$ cat config.mk
export PLATFORM = sky130hd
export DESIGN_NAME = down_counter_ctl_flat
export DESIGN_NICKNAME = d
export VERILOG_FILES = /design/src/rtl/down_counter_ctl_if.sv /design/src/rtl/down_counter_ctl.sv /design/src/flat_wrapper.sv
export SDC_FILE = /design/constraint.sdc
export NUM_CORES = 1
export LEC_CHECK = 0
export CAP_MARGIN = 15
export CORE_UTILIZATION = 47
export DETAILED_ROUTE_END_ITERATION = 6
export GPL_ROUTABILITY_DRIVEN = 0
export PLACE_DENSITY = 0.88
export SYNTH_ARGS = -nofsm -noshare
export SYNTH_HDL_FRONTEND = slang
export SYNTH_SLANG_ARGS = --single-unit
$ cat constraint.sdc
create_clock -name clk -period 1.7 [get_ports clk]
set_input_delay 0.17 -clock clk [delete_from_list [all_inputs] [get_ports clk]]
set_output_delay 0.17 -clock clk [all_outputs]
set_load 0.02 [all_outputs]
$ cat src/rtl/down_counter_ctl_if.sv
// -----------------------------------------------------------------------------
// down_counter_ctl_if
//   Control/status bundle for the programmable down-counter.
//
//   Control (driven by the master, e.g. software/bench):
//     clr          synchronous clear to IDLE (count=0, reload value kept)
//     load         load load_val into count and the reload register
//     load_val     start / reload value, WIDTH bits
//     en           count enable, one decrement per enabled cycle in RUN
//     auto_reload  1 = periodic mode, 0 = one-shot
//   Status (driven by the counter, all registered):
//     count        current counter value
//     tc           one-cycle terminal-count pulse (first cycle count reads 0)
//     busy         high while in RUN
//     done         high while in DONE (one-shot expired)
// -----------------------------------------------------------------------------
interface down_counter_ctl_if #(
  parameter int WIDTH = 4
) ();

  logic             clr;
  logic             load;
  logic [WIDTH-1:0] load_val;
  logic             en;
  logic             auto_reload;

  logic [WIDTH-1:0] count;
  logic             tc;
  logic             busy;
  logic             done;

  modport master (
    output clr, load, load_val, en, auto_reload,
    input  count, tc, busy, done
  );

  modport slave (
    input  clr, load, load_val, en, auto_reload,
    output count, tc, busy, done
  );

endinterface : down_counter_ctl_if

$ cat src/rtl/down_counter_ctl.sv
// -----------------------------------------------------------------------------
// down_counter_ctl
//   Programmable loadable down-counter used as an event/interval timer.
//   Software loads a start value; the counter decrements once per enabled
//   cycle and flags expiry with a one-cycle terminal-count pulse. In one-shot
//   mode it parks in DONE at zero; in auto-reload mode it reloads the stored
//   value on the enabled cycle after reaching zero, giving a period of
//   reload_val+1 enabled cycles.
//
//   Ports:
//     clk   rising-edge clock, single domain
//     rst   synchronous, active-high reset
//     bus   down_counter_ctl_if.slave (control inputs, registered status)
//
//   Per-cycle input priority: rst > clr > load > en.
// -----------------------------------------------------------------------------
module down_counter_ctl #(
  parameter int WIDTH = 4
) (
  input  logic                clk,
  input  logic                rst,
  down_counter_ctl_if.slave   bus
);

  // Control FSM encoding
  localparam logic [1:0] ST_IDLE = 2'd0;
  localparam logic [1:0] ST_RUN  = 2'd1;
  localparam logic [1:0] ST_DONE = 2'd2;

  localparam logic [WIDTH-1:0] ZERO = '0;
  localparam logic [WIDTH-1:0] ONE  = WIDTH'(1);

  // Registered state
  logic [1:0]       state_q;
  logic [WIDTH-1:0] count_q;
  logic [WIDTH-1:0] reload_q;
  logic             tc_q;
  logic             busy_q;
  logic             done_q;

  // Next-state values
  logic [1:0]       state_d;
  logic [WIDTH-1:0] count_d;
  logic [WIDTH-1:0] reload_d;
  logic             tc_d;

  // ---------------------------------------------------------------------------
  // Next-state logic
  // ---------------------------------------------------------------------------
  always_comb begin
    // NOTE: every signal gets a default before any branch so no path leaves it
    // unassigned; otherwise synthesis would infer a latch to hold the old value.
    state_d  = state_q;
    count_d  = count_q;
    reload_d = reload_q;
    tc_d     = 1'b0;     // tc is a pulse: low unless this edge produces it

    if (bus.clr) begin
      // Clear abandons the current run but keeps the programmed reload value.
      state_d = ST_IDLE;
      count_d = ZERO;
    end else if (bus.load) begin
      // Load restarts from scratch in any state; a zero load just parks.
      count_d  = bus.load_val;
      reload_d = bus.load_val;
      state_d  = (bus.load_val != ZERO) ? ST_RUN : ST_IDLE;
    end else begin
      unique case (state_q)
        ST_RUN: begin
          if (bus.en) begin
            if (count_q > ONE) begin
              count_d = count_q - ONE;
            end else if (count_q == ONE) begin
              // Terminal count: the mode is decided by auto_reload right here.
              count_d = ZERO;
              tc_d    = 1'b1;
              state_d = bus.auto_reload ? ST_RUN : ST_DONE;
            end else begin
              // count==0 in RUN only happens in periodic mode after expiry;
              // this enabled cycle is the last of the period and reloads.
              count_d = reload_q;
            end
          end
        end
        ST_DONE: begin
          count_d = ZERO;
        end
        default: begin
          // IDLE (and the unused encoding) hold; en has no effect.
          state_d = ST_IDLE;
        end
      endcase
    end
  end

  // ---------------------------------------------------------------------------
  // State registers. busy/done are derived from the next state so they are
  // registered alongside it rather than decoded combinationally afterwards.
  // ---------------------------------------------------------------------------
  always_ff @(posedge clk) begin
    // NOTE: sequential state uses non-blocking assignments so every register
    // samples pre-edge values, independent of statement order.
    if (rst) begin
      state_q  <= ST_IDLE;
      count_q  <= ZERO;
      reload_q <= ZERO;
      tc_q     <= 1'b0;
      busy_q   <= 1'b0;
      done_q   <= 1'b0;
    end else begin
      state_q  <= state_d;
      count_q  <= count_d;
      reload_q <= reload_d;
      tc_q     <= tc_d;
      busy_q   <= (state_d == ST_RUN);
      done_q   <= (state_d == ST_DONE);
    end
  end

  assign bus.count = count_q;
  assign bus.tc    = tc_q;
  assign bus.busy  = busy_q;
  assign bus.done  = done_q;

endmodule : down_counter_ctl

$ cat src/flat_wrapper.sv
// flat-port wrapper written by rule: the top's interface ports become plain ports
module down_counter_ctl_flat 
#(
  parameter int WIDTH = 4
)
  (clk, rst, bus_clr, bus_load, bus_load_val, bus_en, bus_auto_reload, bus_count, bus_tc, bus_busy, bus_done);
  down_counter_ctl_if #(.WIDTH(WIDTH)) bus_i ();
  input  logic clk;
  input  logic rst;
  input wire logic [$bits(bus_i.clr)-1:0] bus_clr;
  input wire logic [$bits(bus_i.load)-1:0] bus_load;
  input wire logic [$bits(bus_i.load_val)-1:0] bus_load_val;
  input wire logic [$bits(bus_i.en)-1:0] bus_en;
  input wire logic [$bits(bus_i.auto_reload)-1:0] bus_auto_reload;
  output wire logic [$bits(bus_i.count)-1:0] bus_count;
  output wire logic [$bits(bus_i.tc)-1:0] bus_tc;
  output wire logic [$bits(bus_i.busy)-1:0] bus_busy;
  output wire logic [$bits(bus_i.done)-1:0] bus_done;
  assign bus_i.clr = bus_clr;
  assign bus_i.load = bus_load;
  assign bus_i.load_val = bus_load_val;
  assign bus_i.en = bus_en;
  assign bus_i.auto_reload = bus_auto_reload;
  assign bus_count = bus_i.count;
  assign bus_tc = bus_i.tc;
  assign bus_busy = bus_i.busy;
  assign bus_done = bus_i.done;
  down_counter_ctl #(.WIDTH(WIDTH)) u_core (.clk(clk), .rst(rst), .bus(bus_i));
endmodule
Word level (Yosys, flattened, before mapping)

Cells that the tools add are included.

Bits in registers: 13
Input port bits: 10
Output and inout bits: 7
Logic and storage cells: 37

Add/subtract/negate cells: 1
$lt $le $gt $ge: 1
Eq/ne operators: 6
Multiplexer cells: 14
Bitwise logic cells: 3
Reductions and logical operators: 6

Operator list:

| kind                | number |
|---|---|
| $mux 4              | 4 |
| $mux 2              | 6 |
| $pmux 4 s2          | 1 |
| $reduce_or 6->1     | 1 |
| $eq 2x1->1 const B  | 2 |
| $eq 2x2->1 const B  | 2 |
| $eq 4x1->1 const B  | 1 |
| $gt 4x1->1 const B  | 1 |
| $pmux 2 s2          | 1 |
| $reduce_and 2->1    | 2 |
| $reduce_bool 4->1   | 1 |
| $sub 4x1->4 const B | 1 |
| $ne 3x3->1 const B  | 1 |
| $not 1->1           | 3 |
| $reduce_bool 3->1   | 1 |
| $mux 1              | 2 |
| $reduce_or 2->1     | 1 |

Longest topological paths before layout

Depth after elaboration: 8
Mapped depth: 6
Mapped depth without buffers: 6

Least setup slack after synthesis

Ideal clock, no wire load.

Kind: register to register
Start: reg u_core.count_q[0] (netlist: u_core.bus.count[0])
End: reg u_core.busy_q (netlist: u_core.bus.busy)
Library setup time: 0.118 ns
Arrival time: 1.500 ns
Required time: 1.582 ns
Setup slack: 0.082 ns
Cell stages (with the launch flop): 6
Buffers on the path: 0
Clock period less this slack: 1.618 ns
Path through: dfxtp_1 > ha_1 > and4bb_1 > mux2i_1 > a31oi_2 > o2111a_1

Longest elaborated chain between the ends: 8

Ends and longest elaborated chain:

| element                                                            | RTL line                | source |
|---|---|---|
| from (decl)                                                        | down_counter_ctl.sv:35  | `logic [WIDTH-1:0] count_q;` |
| from (signal assigned)                                             | down_counter_ctl.sv:112 | `count_q <= count_d;` |
| parallel branches: the longest is 2 deep, another holds $gt 4x1->1 | -                       |  |
| $mux 2 *                                                           | down_counter_ctl.sv:71  | `if (count_q > ONE) begin` |
| $mux 2 *                                                           | down_counter_ctl.sv:70  | `if (bus.en) begin` |
| $pmux 2 s2 *                                                       | down_counter_ctl.sv:68  | `unique case (state_q)` |
| $mux 2 *                                                           | down_counter_ctl.sv:62  | `end else if (bus.load) begin` |
| $mux 2 *                                                           | down_counter_ctl.sv:58  | `if (bus.clr) begin` |
| $eq 2x1->1 *                                                       | down_counter_ctl.sv:115 | `busy_q <= (state_d == ST_RUN);` |
| to (signal assigned)                                               | down_counter_ctl.sv:115 |  |
| to (decl)                                                          | down_counter_ctl.sv:38  | `logic busy_q;` |

Mark *: on every way between the ends.
A chain may end at the register's enable or synchronous reset.

Final worst setup path

Start: reg u_core.count_q[0] (netlist: u_core.bus.count[0])
End: reg u_core.count_q[3] (netlist: u_core.bus.count[3])

Longest elaborated chain between the ends: 6

Ends and longest elaborated chain:

| element                                                             | RTL line |
|---|---|
| parallel branches: the longest is 2 deep, another holds $sub 4x1->4 | - |
| $mux 4 *                                                            | down_counter_ctl.sv:71 |
| $mux 4 *                                                            | down_counter_ctl.sv:70 |
| $pmux 4 s2 *                                                        | down_counter_ctl.sv:68 |
| $mux 4 *                                                            | down_counter_ctl.sv:62 |

Mark *: on every way between the ends. The select of a mux whose other input is x is not followed.

==> out/results.ini <==
[status]
status = complete, no violations

[sta]
finalCritPeriodShare = 0.945
tns_ns = 0
fmax_ghz = 0.622
slew_viol_final = 0
finClkSkew_ns = 0.00343
rsz0062_at_grt = false
whs_ns = 0.515
fin_crit_ns = 1.61
setup_violations = 0
hold_violations = 0
tightest_slew_ns = 0.441
slew_headroom = 0.705

[setup_path]
rr_startpoint = u_core.bus.count[0]$_SDFFE_PP0P_
r2r_slack_ns = 0.09
r2r_cells = 6
critPathKind = register to register
cp-start-kind = register
required_ns = 1.85
cp.arrival_ns = 1.76
crit_path_end_kind = register
worstSetupStartpoint = u_core.bus.count[0]$_SDFFE_PP0P_
r2r_end = u_core.bus.count[3]$_SDFFE_PP0P_
crit_fanout = 6

[global_route]
antenna_found_initial = 0
grt_max_degree = 10
grt_pass1_vias = 560
grt_first_pass_wirelength_um = 2440
overflow = 0
grt.total_usage = 0.218

[cts]
cts_tree = yes
clockBufferDepth = 2
numCtsBuffers = 3
cts_root_buffer = clkbuf_4
path_clk_slew_ns = 0.08
clk_latency_ns = 0.27
htree_levels = 1
numClockSinks = 13
cts_setup_buffers = 0

[worst_hold_path]
holdPathEnd = u_core.reload_q[1]$_SDFFE_PP0P_
min_path_cells = 2
hp-start = u_core.reload_q[1]$_SDFFE_PP0P_
hold_class = register to register

[synthesis]
ys.flop_type = dfxtp_1
yosys_warnings = 0
synth_nets = 97
synthArstFlopShare = 0
syn_inst = 83
avgSynthCellArea_sq_um = 8.79
synth.cell_area_sq_um = 729
yosysSeqAreaShare = 0.357
synth_edf_count = 0
ys_types = 32
synth_seq_cells = 13

[layout]
antennaDiodeCount = 0
drive_gt1_frac = 0.117
final_common_cell = clkdlybuf4s50_1
fillers = 129
final_cell_mix = clkdlybuf4s50_1 (16), dfxtp_1 (11), nor2_1 (10)
syn2layout_area_growth_pct = 29.7
final_nets = 118

[die]
start_util = 0.534
dieArea_sq_um = 1710
io_pins = 17
coreArea_sq_um = 1370
die_h_um = 41.4
fp-row-count = 13
die_w_um = 41.4

[power]
leakagePower_nw = 0.350
vdd_drop_max_mv = 0.516
power_density_nw_per_um2 = 684
finalPower_mw = 0.647

[placed_design]
dpl.hpwl_um = 1100
port-buffer-count = 16

[routing]
routedWlPerCell_um = 12.5
viasPerCell = 5.61
drt_iter0_drc = 15
post-route-drc-count = 0
totalWireLength_um = 1480
vias = 662
postRouteAntennaNets = 0
dr.pass1.iters = 4

[flow_run]
cap_violations = 0

-- where the power goes --
group	switching, mW	leakage (nW)	internal, mW
clock	0.102	0.0150	0.0908
sequential	0.0111	0.107	0.315
combinational	0.0622	0.228	0.0649
-- metal layers --
layer  wire [um]  vias to the layer above  global-route usage
li1            -                      340                   -
met1         751                      301               0.304
met2         662                       19               0.328
met3          62                        2              0.0479
met4           2                        0              0.0726
met5           0                        -                   0
-- synth_stat cells (2+ instances only) --
cell	instances	area, sq um
o211ai_1	2	15.0
a31oi_1	3	18.8
or2_1	2	12.5
and2_1	2	12.5
dfxtp_1	13	260
or3b_1	3	26.3
nand2_1	5	18.8
o21ai_0	4	20.0
nand3_1	3	15.0
a21oi_1	3	15.0
nor2_1	10	37.5
ha_1	4	50.1
mux2i_1	6	60.1
inv_1	5	18.8
-- how the worst max path moves through the flow --
stage / endpoint / cells after the start
global route: u_core.bus.busy$_SDFF_PP0_ / 6
detailed placement: u_core.bus.busy$_SDFF_PP0_ / 5
CTS: u_core.bus.busy$_SDFF_PP0_ / 5
finish: u_core.bus.count[3]$_SDFFE_PP0P_ / 6
global placement: u_core.bus.busy$_SDFF_PP0_ / 5
floorplan: u_core.bus.busy$_SDFF_PP0_ / 5
-- critical path: stages, from the launching register on --
cell and delay [ns]:
dfxtp_2 0.36, inv_1 0.06, ha_1 0.21, or3b_1 0.43, or2_1 0.24, o2111ai_1 0.09
a31oi_1 0.11
-- cells by family after synthesis --
kind of cell | count (synthesis) | synth area share
simple gates | 33 | 0.252
compound gates | 20 | 0.202
flops | 13 | 0.357
buf+inv | 7 | 0.0377
mux | 6 | 0.0823
fa+ha+maj | 4 | 0.0686
-- through the flow --
| stage | std cells | util | setup slack [ns] | instance area (sq um) |
|---|---|---|---|---|
| 2_1_floorplan | 83 | - | 0.0825 | 729 |
| 3_3_place_gp | 114 | 0.669 | 0.122 | 915 |
| 3_5_place_dp | 114 | 0.669 | 0.0822 | 915 |
| 4_1_cts | 118 | 0.689 | 0.0478 | 941 |
| 5_1_grt | 118 | 0.692 | 0.00273 | 946 |
| 6_report | 118 | 0.692 | 0.0928 | 946 |
-- registers in the layout (all words and copies together), names as in the netlist --
name and flops:
u_core.bus.count 4, u_core.reload_q 4, u_core.state_q 2, u_core.bus.busy 1, u_core.bus.done 1, u_core.bus.tc 1
-- final cells by class --
cell class / instances / area, sq um / share of cell area
timing repair buffer: 18 / 175 / 0.185
tap: 15 / 18.8 / 0.0198
inverter: 5 / 18.8 / 0.0198
clock buffer: 4 / 26.3 / 0.0278
multi-input combinational: 63 / 444 / 0.470
sequential: 13 / 263 / 0.278
-- repair_timing --
action | in CTS | in global routing
resized for setup | 0 | 3
hold buffers | 0 | 0
setup endpoints to repair | 0 | 1
Power figures use the tool's default switching activity.
